==> config.mk <==
export PLATFORM = sky130hd
export DESIGN_NAME = mix_columns_seq
export DESIGN_NICKNAME = d
export VERILOG_FILES = /design/src/rtl/mix_columns_seq_pkg.sv /design/src/rtl/mix_columns_seq_xtime.sv /design/src/rtl/mix_columns_seq.sv
export SDC_FILE = /design/constraint.sdc
export NUM_CORES = 1
export LEC_CHECK = 0
export CAP_MARGIN = 5
export CORE_MARGIN = 2
export CORE_UTILIZATION = 44
export CTS_CLUSTER_SIZE = 14
export DETAILED_ROUTE_END_ITERATION = 8
export PLACE_DENSITY_LB_ADDON = 0.05
export SLEW_MARGIN = 0
export SYNTH_ARGS = -nofsm -noshare
export SYNTH_HDL_FRONTEND = slang
export SYNTH_HIERARCHICAL = 1
export SYNTH_SLANG_ARGS = --single-unit
==> constraint.sdc <==
create_clock -name clk -period 6.2 [get_ports clk]
set_clock_uncertainty 0.15 [all_clocks]
set_input_delay 1.24 -clock clk [delete_from_list [all_inputs] [get_ports clk]]
set_output_delay 1.24 -clock clk [all_outputs]
set_load 0.02 [all_outputs]
==> src/rtl/mix_columns_seq_pkg.sv <==
// mix_columns_seq_pkg: shared AES constants, FSM encodings and byte/column slice helpers
// for the sequenced MixColumns engine.
package mix_columns_seq_pkg;

   localparam int AES_COLS      = 4;
   localparam int AES_ROWS      = 4;
   localparam int MC_FWD_CYCLES = 4;
   localparam int MC_INV_PHASES = 3;

   localparam logic [7:0] AES_XTIME_POLY = 8'h1b;

   localparam logic [1:0] ST_IDLE = 2'd0;
   localparam logic [1:0] ST_RUN  = 2'd1;
   localparam logic [1:0] ST_FIN  = 2'd2;

   localparam logic [1:0] MC_LAST_COL   = 2'(AES_COLS - 1);
   localparam logic [1:0] MC_LAST_PHASE = 2'(MC_INV_PHASES - 1);

   // Column c occupies [127-32c -: 32]; row r of a column occupies [31-8r -: 8].
   function automatic logic [31:0] get_col(input logic [127:0] s, input logic [1:0] c);
      return s[32*(3-int'(c)) +: 32];
   endfunction

   function automatic logic [127:0] set_col(input logic [127:0] s, input logic [1:0] c,
                                            input logic [31:0] v);
      logic [127:0] r;
      r = s;
      r[32*(3-int'(c)) +: 32] = v;
      return r;
   endfunction

   function automatic logic [7:0] get_byte(input logic [31:0] col, input int r);
      return col[8*(3-r) +: 8];
   endfunction

   // Rotating left by n bytes puts row r+n of the input in row r of the result.
   function automatic logic [31:0] col_rotl(input logic [31:0] x, input int n);
      case (n)
         1:       return {x[23:0], x[31:24]};
         2:       return {x[15:0], x[31:16]};
         3:       return {x[7:0],  x[31:8]};
         default: return x;
      endcase
   endfunction

endpackage

==> src/rtl/mix_columns_seq_xtime.sv <==
// mix_columns_seq_xtime: multiply one byte by 2 in GF(2^8) modulo the AES polynomial.
module mix_columns_seq_xtime
   import mix_columns_seq_pkg::*;
(
   input  logic [7:0] data_i,
   output logic [7:0] data_o
);

   assign data_o = {data_i[6:0], 1'b0} ^ (data_i[7] ? AES_XTIME_POLY : 8'h00);

endmodule

==> src/rtl/mix_columns_seq.sv <==
// mix_columns_seq: AES MixColumns over a 128-bit state, one column at a time through four
// shared xtime units. Define MIX_COLUMNS_INV_EN to build the inverse path selected by `mode`.
module mix_columns_seq
   import mix_columns_seq_pkg::*;
(
   input  logic         clk,
   input  logic         rst,
   input  logic         start,
   input  logic         mode,
   input  logic [127:0] state_in,
   output logic [127:0] state_out,
   output logic         busy,
   output logic         done
);

   logic [1:0]   fsm_q, fsm_d;
   logic [1:0]   col_q, col_d;
   logic [127:0] state_q, state_d;
   logic [31:0]  col_b;
   logic [31:0]  xt_in_col;
   logic [31:0]  xt_out_col;
   logic [31:0]  fwd_col;
   logic [31:0]  mix_col;
   logic         col_done;

`ifdef MIX_COLUMNS_INV_EN
   logic         mode_q, mode_d;
   logic [1:0]   phase_q, phase_d;
   logic [31:0]  t1_q, t1_d;
   logic [31:0]  t2_q, t2_d;
   logic [31:0]  m9, m11, m13, m14, inv_col;
`endif

   assign col_b = get_col(state_q, col_q);

   for (genvar r = 0; r < AES_ROWS; r++) begin : g_xtime
      mix_columns_seq_xtime u_xtime (
         .data_i (get_byte(xt_in_col, r)),
         .data_o (xt_out_col[8*(3-r) +: 8])
      );
   end

   assign fwd_col = xt_out_col ^ col_rotl(xt_out_col, 1)
                  ^ col_rotl(col_b, 1) ^ col_rotl(col_b, 2) ^ col_rotl(col_b, 3);

`ifdef MIX_COLUMNS_INV_EN
   // The shared xtime units see b, then 2b, then 4b; their output in phase 2 is 8b.
   always_comb begin
      xt_in_col = col_b;
      if (mode_q) begin
         if (phase_q == 2'd1)      xt_in_col = t1_q;
         else if (phase_q == 2'd2) xt_in_col = t2_q;
      end
   end

   assign m9      = xt_out_col ^ col_b;
   assign m11     = xt_out_col ^ t1_q ^ col_b;
   assign m13     = xt_out_col ^ t2_q ^ col_b;
   assign m14     = xt_out_col ^ t2_q ^ t1_q;
   assign inv_col = m14 ^ col_rotl(m11, 1) ^ col_rotl(m13, 2) ^ col_rotl(m9, 3);

   assign mix_col  = mode_q ? inv_col : fwd_col;
   assign col_done = !mode_q || (phase_q == MC_LAST_PHASE);
`else
   logic unused_mode;

   assign unused_mode = mode;
   assign xt_in_col   = col_b;
   assign mix_col     = fwd_col;
   assign col_done    = 1'b1;
`endif

   always_comb begin
      // NOTE: every _d gets its hold value first, so no path through the case infers a latch.
      fsm_d   = fsm_q;
      col_d   = col_q;
      state_d = state_q;
`ifdef MIX_COLUMNS_INV_EN
      mode_d  = mode_q;
      phase_d = phase_q;
      t1_d    = t1_q;
      t2_d    = t2_q;
`endif
      case (fsm_q)
         ST_RUN: begin
`ifdef MIX_COLUMNS_INV_EN
            if (mode_q) begin
               if (phase_q == 2'd0) t1_d = xt_out_col;
               if (phase_q == 2'd1) t2_d = xt_out_col;
               phase_d = col_done ? 2'd0 : phase_q + 2'd1;
            end
`endif
            if (col_done) begin
               state_d = set_col(state_q, col_q, mix_col);
               col_d   = col_q + 2'd1;
               if (col_q == MC_LAST_COL) fsm_d = ST_FIN;
            end
         end
         default: begin
            // IDLE and FIN both accept a start; without one, FIN drops back to IDLE.
            fsm_d = ST_IDLE;
            if (start) begin
               fsm_d   = ST_RUN;
               state_d = state_in;
               col_d   = 2'd0;
`ifdef MIX_COLUMNS_INV_EN
               mode_d  = mode;
               phase_d = 2'd0;
`endif
            end
         end
      endcase
   end

   always_ff @(posedge clk) begin
      // NOTE: registers use non-blocking assignment; reset is synchronous, checked at the edge.
      if (rst) begin
         fsm_q   <= ST_IDLE;
         col_q   <= 2'd0;
         state_q <= '0;
      end else begin
         fsm_q   <= fsm_d;
         col_q   <= col_d;
         state_q <= state_d;
      end
   end

`ifdef MIX_COLUMNS_INV_EN
   always_ff @(posedge clk) begin
      if (rst) begin
         mode_q  <= 1'b0;
         phase_q <= 2'd0;
         t1_q    <= '0;
         t2_q    <= '0;
      end else begin
         mode_q  <= mode_d;
         phase_q <= phase_d;
         t1_q    <= t1_d;
         t2_q    <= t2_d;
      end
   end
`endif

   assign state_out = state_q;
   assign busy      = (fsm_q == ST_RUN);
   assign done      = (fsm_q == ST_FIN);

endmodule

==> flow_summary.ini <==
[clocking]
clkTransAtPathRegs_ps = 60
cts_max_level = 4
cts_sinks = 132
cts_root_buffer = clkbuf_16
cts_inserted_buffers = 17
cts_setup_buffers = 0
cts_tree = built
ctsHoldBuffers = 0
cts_buffer_depth = 2
postCtsResizedCells = 0
insertion_delay_ps = 420

[route]
vias_per_cell = 6.11
drt-wirelength-per-cell_um = 24.4
via_count = 7613
firstDrtPassIters = 5
drc = 0
wl_mm = 30.4
drt-initial-drc-count = 563
antenna_left = 0

[hold_path]
min_path_type = reg -> reg
min_from = state_out[33]

[timing]
setup_viol = 0
hold_viol_final = 0
period_share_pct = 54.5
rsz0062_at_grt = false
slew_violations = 0
timing.final.ws_setup_ps = 2820
timing.setup.tns_ps = 0
slew_headroom_pct = 15.3
fmax_mhz = 296
tightest_slew_ps = 1270
min_period_ps = 3380

[setup_path]
critPathLaunch = col_q[1]
arrival_ps = 3490
rr_startpoint = col_q[1]
critPathMaxFanout = 34
startpoint_type = flop
required_ps = 6310
critPathKind = reg -> reg
end_kind = flop

[final_layout]
diodes = 0
n_fill_cell = 1504
fin_area_um2 = 11100
layout.nets = 1145
drive_gt1_share_pct = 10.5
syn_to_final_growth_pct = 41.1

[global_route]
grt_max_degree = 95
grtUsageMet1_pct = 41.6
antenna_found_initial = 0
grt_busiest_layer = met2
grt_usage_pct = 32.2
grt_pass1_wl_mm = 44.9
grt_pass1_vias = 7445
met2_usage_pct = 52.7
grtUsageMet3_pct = 7.14
overflow = 0

[place]
dpl.hpwl_mm = 20.4
place_congestion = 0.842
dpl_worst_slack_ps = 2710
io_buffers = 260
place_area_um2 = 10400

[power_and_ir_drop]
powerDensity_nw_per_um2 = 326
vdd_drop_max_v = 0.000244
leakagePower_nw = 4.18

[synth]
synthTopCellsByArea = dfxtp_1, mux4_2, a221oi_1
synth.distinct_cells = 36
syn_inst = 806
synth_top_cell_area_share_pct = 33.7
ys.flop_type = dfxtp_1
ys_ff_latch = 132
yosysWarningCount = 6
ys_seq_area_share_pct = 33.7
synthArstFlopShare_pct = 0
syn_area_per_cell_um2 = 9.74
yosysTopAreaCell = dfxtp_1
syn-num-nets = 942
synth_area_um2 = 7850
synth-edff-count = 0

[floorplanning]
io_pins = 262
core-area_um2 = 17400
die_x_um = 138
die_y_um = 138
row_count = 48
start_util_pct = 45.2
dieArea_um2 = 18900

[run_status]
run_status = finished clean

[run]
maxCapViolations = 0
==> cell usage after synthesis (2+ instances only) <==
| master | count |
|---|---|
| and2_1 | 4 |
| nand2b_1 | 31 |
| buf_4 | 22 |
| a32oi_1 | 29 |
| ha_1 | 4 |
| nor2_1 | 73 |
| a221oi_1 | 41 |
| xor2_1 | 35 |
| a211oi_1 | 27 |
| buf_2 | 4 |
| dfxtp_1 | 132 |
| clkbuf_1 | 63 |
| mux4_2 | 34 |
| or3_1 | 3 |
| o22ai_1 | 49 |
| a21oi_1 | 32 |
| xnor3_1 | 15 |
| nor3_1 | 44 |
| o21ai_0 | 37 |
| buf_6 | 2 |
| and3_1 | 28 |
| nand2_1 | 20 |
| buf_1 | 2 |
| nor2b_1 | 2 |
| xor3_1 | 8 |
| xnor2_1 | 40 |
| nand3_1 | 3 |
| xnor2_2 | 12 |
| inv_1 | 3 |
==> per-layer routing <==
metal  routed length, um  share of wire [%]
met5                   0                  0
met4                 862                2.8
met3                2670                8.8
met2               14600                 48
met1               12400                 41
==> worst max-delay path, cell delays in order, from the launching register on <==
cell	delay, ps
dfxtp_2	320
buf_4	570
mux4_2	760
xor2_1	240
xnor2_1	300
xor3_1	470
a221oi_1	320
nor3_1	70
==> logic make-up after synthesis <==
family / Yosys count / share of synthesized area, %
buf+inv: 97 / 5.94
simple gates: 210 / 13.0
xor+xnor: 111 / 17.9
compound gates: 218 / 19.0
mux: 34 / 9.75
fa+ha+maj: 4 / 0.637
flops: 132 / 33.7
==> area by class of cell <==
type | count | area, um^2 | area share [%]
clock inverter | 11 | 173 | 1.56
timing repair buffer | 277 | 2720 | 24.6
inverter | 4 | 15.0 | 0.135
multi-input combinational | 577 | 4770 | 43.1
clock buffer | 21 | 470 | 4.25
tap | 225 | 282 | 2.54
sequential | 132 | 2650 | 23.9
==> state kept, by name, indices dropped and copies added (netlist names) <==
name / flops
col_q: 2
fsm_q: 2
state_out: 128
==> report_power, final <==
part | internal [mW] | leakage [nW] | switching [mW] | total [mW]
Sequential | 0.924 | 1.09 | 0.0662 | 0.991
Clock | 0.708 | 0.314 | 0.407 | 1.12
Combinational | 0.709 | 2.78 | 0.794 | 1.50
Total | 2.34 | 4.18 | 1.27 | 3.61
==> cell usage in the layout (no fill, tap or decap), types with 12 or more instances in the layout <==
cell type,n
xor2_1,35
o22ai_1,49
a32oi_1,29
dfxtp_1,130
buf_4,18
clkdlybuf4s50_1,258
xnor3_1,15
nand2b_1,30
a221oi_1,41
a211oi_1,27
nor2_1,72
nand2_1,20
xnor2_1,40
nor3_1,42
o21ai_0,37
xnor2_2,12
mux4_2,34
clkbuf_16,17
a21oi_1,31
and3_1,28
==> through the flow <==
stage	util (%)	std cells	hold slack (ps)	power, mW
after floorplan	-	806	401	2.00
after global placement	60.1	1215	327	2.48
after detailed placement	60.1	1215	329	2.49
after CTS	63.8	1247	337	3.59
after global routing	63.8	1247	383	3.73
final	63.8	1247	336	3.61
==> path summary, 6_finish.rpt <==
check                                     end  slack, ps  depth (start not counted)
worst max-delay path            state_out[52]       2820                          7
worst min register to register  state_out[33]        340                          2
worst min-delay path            state_out[33]        340                          2
worst max register to register  state_out[52]       2820                          7
No activity file was read; power rests on OpenSTA's default activity.
